File: src/rtl/ps2_host_tx.sv
// PS/2 host-to-device transmitter: inhibit, request-to-send, 8 data bits, odd parity, stop, ACK.
// Drives active-high pull-low enables for the open-drain clock and data lines.
module ps2_host_tx #(
  parameter int unsigned INHIBIT_CYCLES = 5000,
  parameter int unsigned TIMEOUT_CYCLES = 750000
) (
  input  logic       clk,
  input  logic       rst,
  input  logic       ps2_clk_in,
  input  logic       ps2_data_in,
  output logic       ps2_clk_oe,
  output logic       ps2_data_oe,
  input  logic [7:0] tx_data,
  input  logic       tx_start,
  output logic       busy,
  output logic       done,
  output logic       error
);

  localparam int unsigned InhW = $clog2(INHIBIT_CYCLES + 1);
  localparam int unsigned TmoW = $clog2(TIMEOUT_CYCLES + 1);
  localparam logic [InhW-1:0] InhLast = InhW'(INHIBIT_CYCLES - 1);
  localparam logic [TmoW-1:0] TmoLast = TmoW'(TIMEOUT_CYCLES - 1);

  typedef enum logic [2:0] {
    StIdle,
    StInhibit,
    StRts,
    StFrame,
    StWaitIdle
  } state_e;

  state_e          state_q, state_d;
  logic [2:0]      clk_sync_q;
  logic [1:0]      data_sync_q;
  logic [7:0]      shift_q, shift_d;
  logic            parity_q, parity_d;
  logic [3:0]      bit_cnt_q, bit_cnt_d;
  logic [InhW-1:0] inh_cnt_q, inh_cnt_d;
  logic [TmoW-1:0] tmo_cnt_q, tmo_cnt_d;
  logic            clk_oe_q, clk_oe_d;
  logic            data_oe_q, data_oe_d;
  logic            busy_q, busy_d;
  logic            done_q, done_d;
  logic            error_q, error_d;

  logic            clk_s;
  logic            data_s;
  logic            fall;
  logic            tmo_hit;
  logic [3:0]      fall_idx;

  // Bus idles high, so the synchronisers reset to 1 and cannot fake a fall.
  always_ff @(posedge clk or posedge rst) begin
    if (rst) begin
      clk_sync_q  <= 3'b111;
      data_sync_q <= 2'b11;
    end else begin
      clk_sync_q  <= {clk_sync_q[1:0], ps2_clk_in};
      data_sync_q <= {data_sync_q[0], ps2_data_in};
    end
  end

  assign clk_s    = clk_sync_q[1];
  assign data_s   = data_sync_q[1];
  assign fall     = clk_sync_q[2] & ~clk_sync_q[1];
  assign tmo_hit  = (tmo_cnt_q == TmoLast);
  assign fall_idx = bit_cnt_q + 4'd1;

  always_comb begin
    state_d   = state_q;
    shift_d   = shift_q;
    parity_d  = parity_q;
    bit_cnt_d = bit_cnt_q;
    inh_cnt_d = inh_cnt_q;
    tmo_cnt_d = tmo_cnt_q;
    clk_oe_d  = clk_oe_q;
    data_oe_d = data_oe_q;
    busy_d    = busy_q;
    done_d    = 1'b0;
    error_d   = 1'b0;

    unique case (state_q)
      StIdle: begin
        if (tx_start) begin
          shift_d   = tx_data;
          parity_d  = ~^tx_data;
          bit_cnt_d = '0;
          inh_cnt_d = '0;
          busy_d    = 1'b1;
          clk_oe_d  = 1'b1;
          data_oe_d = 1'b0;
          state_d   = StInhibit;
        end
      end

      StInhibit: begin
        if (inh_cnt_q == InhLast) begin
          clk_oe_d  = 1'b0;
          data_oe_d = 1'b1;
          tmo_cnt_d = '0;
          state_d   = StRts;
        end else begin
          inh_cnt_d = inh_cnt_q + 1'b1;
        end
      end

      StRts, StFrame: begin
        if (tmo_hit) begin
          clk_oe_d  = 1'b0;
          data_oe_d = 1'b0;
          busy_d    = 1'b0;
          error_d   = 1'b1;
          state_d   = StIdle;
        end else begin
          tmo_cnt_d = tmo_cnt_q + 1'b1;
          if (fall) begin
            bit_cnt_d = fall_idx;
            state_d   = StFrame;
            if (fall_idx <= 4'd8) begin
              // Data bits leave LSB first off the bottom of the shift register.
              data_oe_d = ~shift_q[0];
              shift_d   = {1'b0, shift_q[7:1]};
            end else if (fall_idx == 4'd9) begin
              data_oe_d = ~parity_q;
            end else if (fall_idx == 4'd10) begin
              data_oe_d = 1'b0;
            end else if (data_s) begin
              data_oe_d = 1'b0;
              busy_d    = 1'b0;
              error_d   = 1'b1;
              state_d   = StIdle;
            end else begin
              state_d   = StWaitIdle;
            end
          end
        end
      end

      StWaitIdle: begin
        if (tmo_hit) begin
          clk_oe_d  = 1'b0;
          data_oe_d = 1'b0;
          busy_d    = 1'b0;
          error_d   = 1'b1;
          state_d   = StIdle;
        end else begin
          tmo_cnt_d = tmo_cnt_q + 1'b1;
          if (clk_s && data_s) begin
            busy_d  = 1'b0;
            done_d  = 1'b1;
            state_d = StIdle;
          end
        end
      end

      default: begin
        clk_oe_d  = 1'b0;
        data_oe_d = 1'b0;
        busy_d    = 1'b0;
        state_d   = StIdle;
      end
    endcase
  end

  always_ff @(posedge clk or posedge rst) begin
    if (rst) begin
      state_q   <= StIdle;
      shift_q   <= '0;
      parity_q  <= 1'b0;
      bit_cnt_q <= '0;
      inh_cnt_q <= '0;
      tmo_cnt_q <= '0;
      clk_oe_q  <= 1'b0;
      data_oe_q <= 1'b0;
      busy_q    <= 1'b0;
      done_q    <= 1'b0;
      error_q   <= 1'b0;
    end else begin
      state_q   <= state_d;
      shift_q   <= shift_d;
      parity_q  <= parity_d;
      bit_cnt_q <= bit_cnt_d;
      inh_cnt_q <= inh_cnt_d;
      tmo_cnt_q <= tmo_cnt_d;
      clk_oe_q  <= clk_oe_d;
      data_oe_q <= data_oe_d;
      busy_q    <= busy_d;
      done_q    <= done_d;
      error_q   <= error_d;
    end
  end

  assign ps2_clk_oe  = clk_oe_q;
  assign ps2_data_oe = data_oe_q;
  assign busy        = busy_q;
  assign done        = done_q;
  assign error       = error_q;

endmodule

File: config.mk
export PLATFORM = sky130hd
export DESIGN_NAME = ps2_host_tx
export DESIGN_NICKNAME = d
export VERILOG_FILES = /design/src/rtl/ps2_host_tx.sv
export SDC_FILE = /design/constraint.sdc
export NUM_CORES = 1
export LEC_CHECK = 0
export CORE_MARGIN = 2
export CORE_UTILIZATION = 25
export CTS_CLUSTER_DIAMETER = 200
export DETAILED_ROUTE_END_ITERATION = 8
export PLACE_DENSITY = 0.39
export SLEW_MARGIN = 20
export SYNTH_ARGS = -nofsm -noshare
export SYNTH_HDL_FRONTEND = slang
export SYNTH_SLANG_ARGS = --single-unit
File: constraint.sdc
create_clock -name clk -period 6.6 [get_ports clk]
set_input_delay 1.32 -clock clk [delete_from_list [all_inputs] [get_ports clk]]
set_output_delay 1.32 -clock clk [all_outputs]
set_load 0.02 [all_outputs]
After elaboration in Yosys (flattened, before gate mapping)
Index checks and enable logic that the tools add are counted.
{ "totals": {"ff_bits": 59, "latch_bits": 0, "mem_bits_rw": 0, "rom_bits": 0, "out_inout_bits": 5, "word_cells": 121, "mem_count": 0} }
{ "op_classes": {"add_sub_neg": 3, "n_mul": 0, "div_mod_pow": 0, "order_cmp": 1, "n_eq_ne": 24, "shifts": 0, "n_mux": 58, "n_bitwise": 5, "reduce_logical": 17} }
{ "op_table": {"columns": ["cell", "n"], "rows": [
  ["two-way mux 20 bit", 2],
  ["one-hot mux 20 bit (2 select lines)", 1],
  ["two-way mux 8 bit", 4],
  ["two-way mux 3 bit", 10],
  ["two-way mux 1 bit", 28],
  ["two-way mux 13 bit", 2],
  ["one-hot mux 13 bit (2 select lines)", 1],
  ["adder 20 x 1 -> 20 bit, second input constant", 1],
  ["== test 20 bit, second input constant", 1],
  ["!= test 3 bit, second input constant", 6],
  ["!= test 2 bit, second input constant", 8],
  ["one-hot mux 8 bit (2 select lines)", 1],
  ["adder 13 x 1 -> 13 bit, second input constant", 1],
  ["== test 13 bit, second input constant", 1],
  ["two-way mux 4 bit", 3],
  ["one-hot mux 3 bit (4 select lines)", 1],
  ["AND reduction 5 bit", 2],
  ["AND reduction 3 bit", 3],
  ["== test 4 bit, second input constant", 2],
  ["one-hot mux 1 bit (4 select lines)", 2],
  ["one-hot mux 4 bit (2 select lines)", 1],
  ["AND reduction 4 bit", 2],
  ["AND reduction 8 bit", 1],
  ["XNOR reduction 8 bit", 1],
  ["17 further kinds", 23]
]} }

Depth between registers and ports, before layout
Gate-level depths: netlist (run 1).
{ "logic_depth": {"depth_word": 8, "ltp_mapped": 10, "ltp_nobuf": 8} }

Least setup slack after synthesis (run 1)
OpenSTA, ideal clock, no wires.
{ "synth_timing": {"path_type": "reg2reg", "start": "reg bit_cnt_q[0]", "end": "reg data_oe_q (netlist: ps2_data_oe)", "setup_ns": 0.125, "arrival_time_ns": 2.249, "t_required_ns": 6.475, "slack_ns": 4.227, "stages_incl_launch_ff": 10, "period_less_slack_ns": 2.373, "path_cell_list": "dfrtp_1 -> inv_1 -> ha_1 -> or2_1 -> a21o_1 -> or3b_1 -> clkbuf_1 -> o211a_1 -> o21ai_0 -> mux2_2"} }
{ "synth_between": {"elab_chain_len": 8, "word_cells_on_any_way": 12, "cone_classes": "add/sub (1); order compare (1); eq/ne (3); mux (6); reduce/logical (1)"} }
{ "synth_rtl": {"columns": ["item", "line_no", "rtl"], "rows": [
  ["start: declaration", "38", "logic [3:0] bit_cnt_q, bit_cnt_d;"],
  ["start signal: assignment", "183", "bit_cnt_q <= bit_cnt_d;"],
  ["adder 4 x 1 -> 4 bit *", "68", "assign fall_idx = bit_cnt_q + 4'd1;"],
  ["== test 4 bit", "126", "end else if (fall_idx == 4'd10) begin"],
  ["two-way mux 1 bit", "126", null],
  ["two-way mux 1 bit", "124", "end else if (fall_idx == 4'd9) begin"],
  ["two-way mux 1 bit", "120", "if (fall_idx <= 4'd8) begin"],
  ["two-way mux 1 bit", "117", "if (fall) begin"],
  ["two-way mux 1 bit", "109", "if (tmo_hit) begin"],
  ["one-hot mux 1 bit (4 select lines)", "83", "unique case (state_q)"],
  ["end signal: assignment", "187", "data_oe_q <= data_oe_d;"],
  ["end: declaration", "42", "logic data_oe_q, data_oe_d;"]
]} }
Every way passes the cells marked *; elsewhere a longest branch is shown, timed or not. The select of a mux whose other input is x is not followed.
A chain may end at the register's enable or synchronous reset.

Worst setup path in the final report (run 1)
{ "layout_timing": {"start": "in tx_start", "end": "reg inh_cnt_q[10]"} }
{ "layout_between": {"elab_chain_len": 2} }
{ "layout_rtl": {"columns": ["item", "line_no", "rtl"], "rows": [
  ["start: declaration", "14", "input logic tx_start,"],
  ["!= test 2 bit (no source line)", null, null],
  ["AND reduction 3 bit (no source line)", null, null],
  ["end signal: assignment", "184", "inh_cnt_q <= inh_cnt_d;"],
  ["end: declaration", "39", "logic [InhW-1:0] inh_cnt_q, inh_cnt_d;"]
]} }
No other way between the ends.

==> flow_summary.yaml, run 1 <==
run:
  maxCapViolations: 0
clock_network:
  root_buffer: "clkbuf_16"
  clk_lat_worst_skew_ns: 0.33
  number_of_buffers_inserted_during_clock_tree_synthesis: 9
  htree_levels: 3
  cts_tree: "yes"
  worst_setup_hold_path_clk_slew_ns: 0.05
  cts.repair.resized: 0
  postCtsSetupBuffers: 0
  numClockSinks: 59
  clock_tree.buffer_depth: 2
  cts_hold_buffers: 0
grt:
  grt_first_pass_wirelength_um: 13300
  grt-ovfl-total: 0
  global_route.usage.total_pct: 12.0
  grt_antenna_before_repair: 0
  grt_pass1_vias: 2558
  grt_max_degree: 60
final_layout:
  multi_input_comb_area_sq_um: 1630
  insertedDiodeCount: 0
  most-common-layout-cells: "dfrtp_1 (54), nand2_1 (39), nor2_1 (35)"
  layout-drive-gt1-share_pct: 10.1
  num-nets-final: 382
  final-seq-area_sq_um: 1480
  final.fill_count: 1349
  final_common_cell: "dfrtp_1"
  final_cells: 540
  synth_to_layout_area_growth_pct: 20.4
power_and_ir_drop:
  power.switching_fraction_pct: 36.5
  combinationalPowerShare_pct: 33.8
  p_switching_mw: 0.585
  part_of_the_total_power_dissipated_in_sequential_elements_pct: 32.3
  power.static_leakage_nw: 1.56
  internal_power_mw: 1.02
  max-vdd-ir-drop_mv: 0.192
  power_density_nw_per_um2: 412
  pwr-share-clk_pct: 33.9
place:
  numPlacedInstances: 523
  io_buffers: 17
  gp_routability_congestion: 0.727
  detailedPlacementHpwl_um: 5220
floorplanning:
  top_level_ports: 18
  fp-row-count: 41
  area_of_the_core_region_sq_um: 12600
  floorplan.die_area_sq_um: 13900
  chipWidth_um: 118
  chipHeight_um: 118
  initial_core_util_pct: 25.7
critical_path:
  critPathArrivalTime_ns: 3.11
  cp_peak_stage_delay_ns: 0.53
  worst_setup_path_start_kind: "input pin"
  worstReg2RegEnd: "shift_q[3]"
  rr_startpoint: "state_q[1]"
  worst-r2r-cell-count: 7
  crit_path_max_fanout: 13
  cp_cell_sequence: "clkdlybuf4s50_1 -> and2_1 -> o211ai_1 -> nor3_1 -> xnor2_1 -> nor2_1"
  timing.critical_path.to: "inh_cnt_q[10]"
  crit_start: "tx_start"
  critPathSlowestCell: "clkdlybuf4s50_1"
  crit_required_ns: 6.79
  criticalPathCategory: "input pin to flop"
  setup.worst_path.end_class: "flop"
  setup.reg_to_reg.worst_slack_ns: 3.84
logic_synthesis:
  postSynthNetCount: 366
  netlist-cell-type-count: 62
  synth_edf_count: 0
  synth.yosys.seq_area_share_pct: 45.8
  synth_ff_type: "dfrtp_1"
  async_reset_ff_share_pct: 100
  synth_warnings: 0
  postSynthCellCount: 347
  post_synth_instance_area_sq_um: 3240
  synthesis_stage_register_bit_count: 59
  mean_post_synth_cell_area_sq_um: 9.33
run_status:
  outcome: "finished, final reports clean"
sta:
  final.setup.tns_ns: 0
  grt_setup_unrepaired: "false"
  layout_worst_path_cycle_share_pct: 44.2
  slew_headroom_pct: 38.6
  max_freq_ghz: 0.343
  final.min_clock_period_ns: 2.92
  final_max_slew_viols: 0
  timing_worst_slew_pin_value_ns: 0.917
  final-setup-viol-count: 0
  finalClockSkew_ns: 0.00897
  final-hold-violation-count: 0
  fin_worst_hold_slack_ns: 0.354
detailed_routing:
  wl_per_cell_um: 14.2
  route.detailed.drc: 0
  drt_pre_antenna_iters: 4
  avgViaCountPerCell: 4.86
  detail_route.iter0.violations: 138
  dr_total_vias: 2622
  route.final.wire_length_um: 7660
  route.antenna.remaining_nets: 0
worst_hold_path:
  min_delay_path_depth: 0
  timing.hold.worst.class: "flop to flop"
==> stage by stage <==
step                setup WS [ns]  util, %  total power [mW]  instance area (sq um)
global route                 3.50     30.9              1.73                   3900
detailed placement           3.19     28.1              1.07                   3550
finish                       3.68     30.9              1.60                   3900
CTS                          3.52     30.8              1.63                   3890
floorplan                    3.83        -             0.956                   3240
global placement             3.27     28.1              1.07                   3550
==> cells in the mapped netlist, types with 5 or more instances <==
cell type,instances,share of area (%)
xor2_1,6,1.6
o21ai_0,23,3.6
nand3_1,12,1.9
nor2_1,35,4.1
o31ai_1,10,2.3
inv_1,9,1.0
nand2_1,39,4.5
a31oi_1,9,1.7
nand2b_1,5,0.97
clkbuf_1,8,0.93
dfstp_2,5,4.1
a21oi_1,23,3.6
dfrtp_1,54,42
or3_1,7,1.4
ha_1,6,2.3
or4_1,9,2.1
nand4_1,8,1.5
xnor2_1,11,3.0
==> cells by family (layout without fill, tap and decap cells) <==
logic type	count (synthesis)	count (layout)	share of synthesized area, %
adders and majority gates	6	6	2.32
DFF	59	59	45.8
xor gates and xnor gates	17	17	4.60
buffers and inverters	24	45	3.90
muxes	5	5	1.74
and+or+nand+nor	148	148	24.8
AOI/OAI and AO/OA	88	88	16.9
==> registers in the layout, indices dropped and copies added (netlist names) <==
signal / flops
parity_q: 1
shift_q: 8
data_sync_q: 2
bit_cnt_q: 4
ps2_clk_oe: 1
error: 1
done: 1
busy: 1
ps2_data_oe: 1
tmo_cnt_q: 20
state_q: 3
clk_sync_q: 3
inh_cnt_q: 13
==> worst max-delay path: cells and delay by family <==
kind,cells,cell delay [ns]
and+or+nand+nor,3,0.81
buffers and inverters,1,0.53
xor gates and xnor gates,1,0.15
AOI/OAI and AO/OA,1,0.28
==> metal layers <==
layer | vias up | part of all wire (%) | GRT usage, %
met3 | 12 | 2.5 | 3.00
met5 | - | 0 | 0
met2 | 20 | 45 | 17.6
met4 | 0 | 2.0 | 5.42
li1 | 1307 | - | -
met1 | 1283 | 51 | 16.6
==> power groups by stage <==
stage                     clock network (mW)  logic (mW)  registers, mW
after CTS                              0.563       0.546          0.518
after floorplan                            0       0.455          0.501
after detailed placement                   0       0.545          0.524
after global routing                   0.576       0.620          0.534
after global placement                     0       0.550          0.524
final                                  0.544       0.543          0.517
==> worst min-delay path by stage <==
stage	to	slack (ns)	startpoint
floorplan	clk_sync_q[1]	0.35	clk_sync_q[0]
global placement	clk_sync_q[1]	0.35	clk_sync_q[0]
detailed placement	clk_sync_q[1]	0.35	clk_sync_q[0]
CTS	clk_sync_q[1]	0.35	clk_sync_q[0]
global route	clk_sync_q[1]	0.35	clk_sync_q[0]
finish	clk_sync_q[1]	0.35	clk_sync_q[0]
==> area by class of cell <==
| class | instances | share of cell area, % |
|---|---|---|
| timing repair buffer | 20 | 4.94 |
| clock inverter | 4 | 2.50 |
| tap | 172 | 5.52 |
| multi-input combinational | 264 | 41.8 |
| clock buffer | 12 | 6.32 |
| sequential | 59 | 38.0 |
| inverter | 9 | 0.867 |
Note: power is estimated with default switching activity, not from simulation.
==> inputs of run 2 (changes only) <==
- clock period: 6.6 -> 2.9 ns (I/O delays scaled with it)
==> run 2 against run 1 <==
Effect of this change:
- setup slack got worse by 3.3 ns
- core utilization increased by 0.089 points
- combinational power increased by 140%
- highest routed layer unchanged
- critical endpoint is now ps2_data_oe
- sequential power increased by 130%
==> flow_summary.yaml, run 2 (synthesis gave the netlist of run 1 again) <==
detailed_routing:
  route.detailed.drc: 0
  avgViaCountPerCell: 4.82
  drt_pre_antenna_iters: 4
  dr_total_vias: 2635
  route.antenna.remaining_nets: 0
  detail_route.iter0.violations: 111
  wl_per_cell_um: 14.2
  route.final.wire_length_um: 7740
critical_path:
  rr_startpoint: "bit_cnt_q[0]"
  total_buffers_and_inverters_traversed_by_the_critical_path: 1
  cpLargestDelayFamily: "simple AND/OR/NAND/NOR gates"
  critPathArrivalTime_ns: 2.77
  worstReg2RegEnd: "ps2_data_oe"
  setup.reg_to_reg.worst_slack_ns: 0.34
  timing.critical_path.to: "ps2_data_oe"
  worst-r2r-cell-count: 8
  setup.worst_path.end_class: "flop"
  crit_start: "bit_cnt_q[0]"
  crit_path_max_fanout: 9
  cp_cell_sequence: "inv_1 -> ha_1 -> or2_1 -> a21o_1 -> or3b_1 -> o211a_1 -> o21ai_0 -> mux2_2"
  cp_peak_stage_delay_ns: 0.50
  critPathSlowestCell: "dfrtp_1"
  worst_setup_path_start_kind: "flop"
  timing.critical_path.depth: 8
  criticalPathCategory: "flop to flop"
  crit_required_ns: 3.11
grt:
  grt-ovfl-total: 0
  globalRouteMet1Util_pct: 17.0
  grt_first_pass_wirelength_um: 13300
  grt_pass1_vias: 2481
  grt_max_degree: 30
  grt_antenna_before_repair: 0
  global_route.usage.total_pct: 11.9
  global_route.peak_usage_layer: "met2"
  global_route_met2_usage_pct: 17.4
  grt.met3_usage_pct: 3.20
final_layout:
  top_register: "tmo_cnt_q"
  final_common_cell: "dfrtp_1"
  most-common-layout-cells: "dfrtp_1 (54), nand2_1 (39), nor2_1 (35)"
  layout-drive-gt1-share_pct: 11.7
  insertedDiodeCount: 0
  final_cells: 547
  largest_register_ffs: 20
  layout_top_registers: "tmo_cnt_q: 20 flops, inh_cnt_q: 13 flops, shift_q: 8 flops"
  synth_to_layout_area_growth_pct: 20.7
  num-nets-final: 390
  final.fill_count: 1346
power_and_ir_drop:
  max-vdd-ir-drop_mv: 0.294
  finalPower_mw: 3.54
  power_density_nw_per_um2: 906
  power.static_leakage_nw: 1.58
sta:
  timing_worst_slew_pin_value_ns: 0.655
  postLayoutSetupSlackWorst_ns: 0.339
  final.setup.tns_ns: 0
  final_max_slew_viols: 0
  slew_headroom_pct: 56.3
  fin_worst_hold_slack_ns: 0.356
  grt_setup_unrepaired: "false"
  final-hold-violation-count: 0
  finalClockSkew_ns: 0.00825
  max_freq_ghz: 0.390
  final-setup-viol-count: 0
  final.min_clock_period_ns: 2.56
  layout_worst_path_cycle_share_pct: 88.3
run:
  maxCapViolations: 0
clock_network:
  htree_levels: 3
  clock_tree.buffer_depth: 2
  root_buffer: "clkbuf_16"
  cts_hold_buffers: 0
  postCtsSetupBuffers: 0
  cts.repair.resized: 0
  number_of_buffers_inserted_during_clock_tree_synthesis: 9
  worst_setup_hold_path_clk_slew_ns: 0.05
  clk_lat_worst_skew_ns: 0.33
  numClockSinks: 59
  cts_tree: "yes"
floorplanning:
  top_level_ports: 18
  initial_core_util_pct: 25.7
  fp-row-count: 41
  chipHeight_um: 118
  floorplan.die_area_sq_um: 13900
  chipWidth_um: 118
  area_of_the_core_region_sq_um: 12600
run_status:
  outcome: "finished, final reports clean"
place:
  numPlacedInstances: 532
  pre_cts_setup_slack_ns: 0.366
  gp_routability_congestion: 0.779
  io_buffers: 17
  detailedPlacementHpwl_um: 5620
worst_hold_path:
  min_delay_path_depth: 0
  timing.hold.worst.class: "flop to flop"
[run 2: area by class of cell]
| class | count | area [sq um] | area share [%] |
|---|---|---|---|
| clock buffers | 13 | 260 | 6.66 |
| flip-flops and latches | 59 | 1480 | 37.9 |
| clock inverters | 2 | 35.0 | 0.896 |
| multi-input cells | 264 | 1630 | 41.7 |
| repair buffers | 28 | 253 | 6.47 |
| well taps | 172 | 215 | 5.51 |
| inverters | 9 | 33.8 | 0.864 |
[run 2: how the worst min path moves through the flow]
stage	from	endpoint	slack, ns
2_1_floorplan	clk_sync_q[0]	clk_sync_q[1]	0.35
3_3_place_gp	data_sync_q[0]	data_sync_q[1]	0.35
6_report	clk_sync_q[0]	clk_sync_q[1]	0.36
3_5_place_dp	clk_sync_q[0]	clk_sync_q[1]	0.35
5_1_grt	clk_sync_q[0]	clk_sync_q[1]	0.36
4_1_cts	clk_sync_q[0]	clk_sync_q[1]	0.36
[run 2: power breakdown]
part	total (mW)	leakage (nW)	switching, mW	internal [mW]
registers	1.18	0.757	0.177	1.00
clock network	1.06	0.146	0.357	0.705
logic	1.30	0.683	0.793	0.507
total	3.54	1.58	1.33	2.22
[run 2: stage by stage]
step / util, % / cell area [sq um]
after floorplan: - / 3240
after global placement: 28.6 / 3610
after detailed placement: 28.6 / 3610
after CTS: 31.0 / 3910
after global routing: 31.0 / 3910
final: 31.0 / 3910
[run 2: metal layers]
layer | wire length [um] | vias up
li1 | - | 1316
met1 | 3930 | 1276
met2 | 3440 | 32
met3 | 243 | 11
met4 | 123 | 0
met5 | 0 | -
==> inputs of run 3 (changes only) <==
- CORE_MARGIN: 2 -> 5
==> run 3 against run 2 <==
Effect of this change:
- clock-buffer cell count unchanged
- register-to-register slack better by 0.07 ns
- flip-flop and latch count unchanged
- final area down 0.77%
- total power down 2.2%
- largest cell class unchanged
- highest routed layer unchanged
==> flow_summary.yaml, run 3 (synthesis gave the netlist of run 1 again) <==
floorplanning:
  initial_core_util_pct: 25.6
  top_level_ports: 18
  chipHeight_um: 124
  area_of_the_core_region_sq_um: 12700
  fp-row-count: 41
  chipWidth_um: 124
  floorplan.die_area_sq_um: 15300
grt:
  grt_max_degree: 30
  grt_first_pass_wirelength_um: 13700
  grt_antenna_before_repair: 0
  global_route.usage.total_pct: 11.6
  grt_pass1_vias: 2576
  grt-ovfl-total: 0
run:
  maxCapViolations: 0
final_layout:
  largest_register_ffs: 20
  layout_top_registers: "tmo_cnt_q: 20 flops, inh_cnt_q: 13 flops, shift_q: 8 flops"
  final.fill_count: 1359
  synth_to_layout_area_growth_pct: 19.8
  top_register: "tmo_cnt_q"
  num-nets-final: 390
  post-route-cell-area_sq_um: 3880
  insertedDiodeCount: 0
  layout-drive-gt1-share_pct: 11.7
  most-common-layout-cells: "dfrtp_1 (54), nand2_1 (39), nor2_1 (35)"
  final_common_cell: "dfrtp_1"
sta:
  layout_worst_path_cycle_share_pct: 86.0
  slew_headroom_pct: 66.8
  finalClockSkew_ns: 0.00662
  final.min_clock_period_ns: 2.49
  timing_worst_slew_pin_value_ns: 0.497
  final-setup-viol-count: 0
  max_freq_ghz: 0.401
  postLayoutSetupSlackWorst_ns: 0.405
  final_max_slew_viols: 0
  final.setup.tns_ns: 0
  final-hold-violation-count: 0
  grt_setup_unrepaired: "false"
clock_network:
  root_buffer: "clkbuf_16"
  clk_lat_worst_skew_ns: 0.33
  cts.repair.resized: 0
  number_of_buffers_inserted_during_clock_tree_synthesis: 9
  cts_tree: "yes"
  htree_levels: 3
  clock_tree.buffer_depth: 2
  numClockSinks: 59
  postCtsSetupBuffers: 0
  cts_hold_buffers: 0
  worst_setup_hold_path_clk_slew_ns: 0.05
detailed_routing:
  drt_pre_antenna_iters: 4
  route.final.wire_length_um: 8100
  route.antenna.remaining_nets: 0
  dr_total_vias: 2662
  detail_route.iter0.violations: 174
  route.detailed.drc: 0
  wl_per_cell_um: 14.8
  avgViaCountPerCell: 4.86
worst_hold_path:
  timing.hold.worst.class: "flop to flop"
critical_path:
  criticalPathCategory: "flop to flop"
  cp_cell_sequence: "inv_1 -> ha_1 -> or2_1 -> a21o_1 -> or3b_1 -> o211a_1 -> o21ai_0 -> mux2_2"
  cp_peak_stage_delay_ns: 0.48
  setup.reg_to_reg.worst_slack_ns: 0.41
  crit_path_max_fanout: 9
  total_buffers_and_inverters_traversed_by_the_critical_path: 1
  setup.worst_path.end_class: "flop"
  critPathSlowestCell: "dfrtp_1"
  crit_required_ns: 3.11
  critPathArrivalTime_ns: 2.70
  cpLargestDelayFamily: "simple AND/OR/NAND/NOR gates"
  worst_setup_path_start_kind: "flop"
place:
  placed_area_sq_um: 3610
  io_buffers: 17
  pre_cts_setup_slack_ns: 0.403
  detailedPlacementHpwl_um: 5720
  gp_routability_congestion: 0.793
power_and_ir_drop:
  combinationalPowerShare_pct: 38.1
  power.switching_fraction_pct: 39.2
  power_density_nw_per_um2: 893
  power.static_leakage_nw: 1.57
  max-vdd-ir-drop_mv: 0.273
  internal_power_mw: 2.11
  part_of_the_total_power_dissipated_in_sequential_elements_pct: 34.2
  p_switching_mw: 1.36
  pwr-share-clk_pct: 27.8
run_status:
  outcome: "finished, final reports clean"
## run 3: metal layers
layer  global-route usage (%)  share of wire (%)  vias up
met4                     4.22                1.4        0
met1                     16.1                 51     1297
met2                     17.4                 45       31
met3                     3.09                3.0       10
li1                         -                  -     1324
met5                        0                  0        -
## run 3: power groups by stage
stage / registers, mW / logic (mW) / clock network (mW)
floorplan: 1.14 / 1.04 / 0
global placement: 1.19 / 1.34 / 0
detailed placement: 1.19 / 1.34 / 0
CTS: 1.18 / 1.34 / 0.998
global route: 1.22 / 1.50 / 1.05
finish: 1.18 / 1.32 / 0.962
## run 3: stage by stage
step / hold WS [ns] / power, mW / instances / util, %
6_report: 0.355 / 3.46 / 548 / 30.6
5_1_grt: 0.362 / 3.76 / 548 / 30.6
4_1_cts: 0.359 / 3.52 / 548 / 30.6
3_5_place_dp: 0.352 / 2.53 / 532 / 28.5
3_3_place_gp: 0.347 / 2.53 / 532 / 28.5
2_1_floorplan: 0.345 / 2.18 / 347 / -
## run 3: cell type report
class / instances / area (sq um) / share of cell area, %
inverter: 9 / 33.8 / 0.871
clock inverter: 3 / 15.0 / 0.387
clock buffer: 13 / 250 / 6.45
timing repair buffer: 28 / 253 / 6.52
sequential: 59 / 1480 / 38.2
multi-input combinational: 264 / 1630 / 42.0
tap: 172 / 215 / 5.55
## run 3: path summary, 6_finish.rpt
kind / from / endpoint / cells after the start
setup / recovery: bit_cnt_q[0] / ps2_data_oe / 8
hold / removal: clk_sync_q[0] / clk_sync_q[1] / 0
setup reg to reg: bit_cnt_q[0] / ps2_data_oe / 8
hold reg to reg: clk_sync_q[0] / clk_sync_q[1] / 0
max in group asynchronous: rst / shift_q[2] / 3
min in group asynchronous: rst / inh_cnt_q[1] / 2
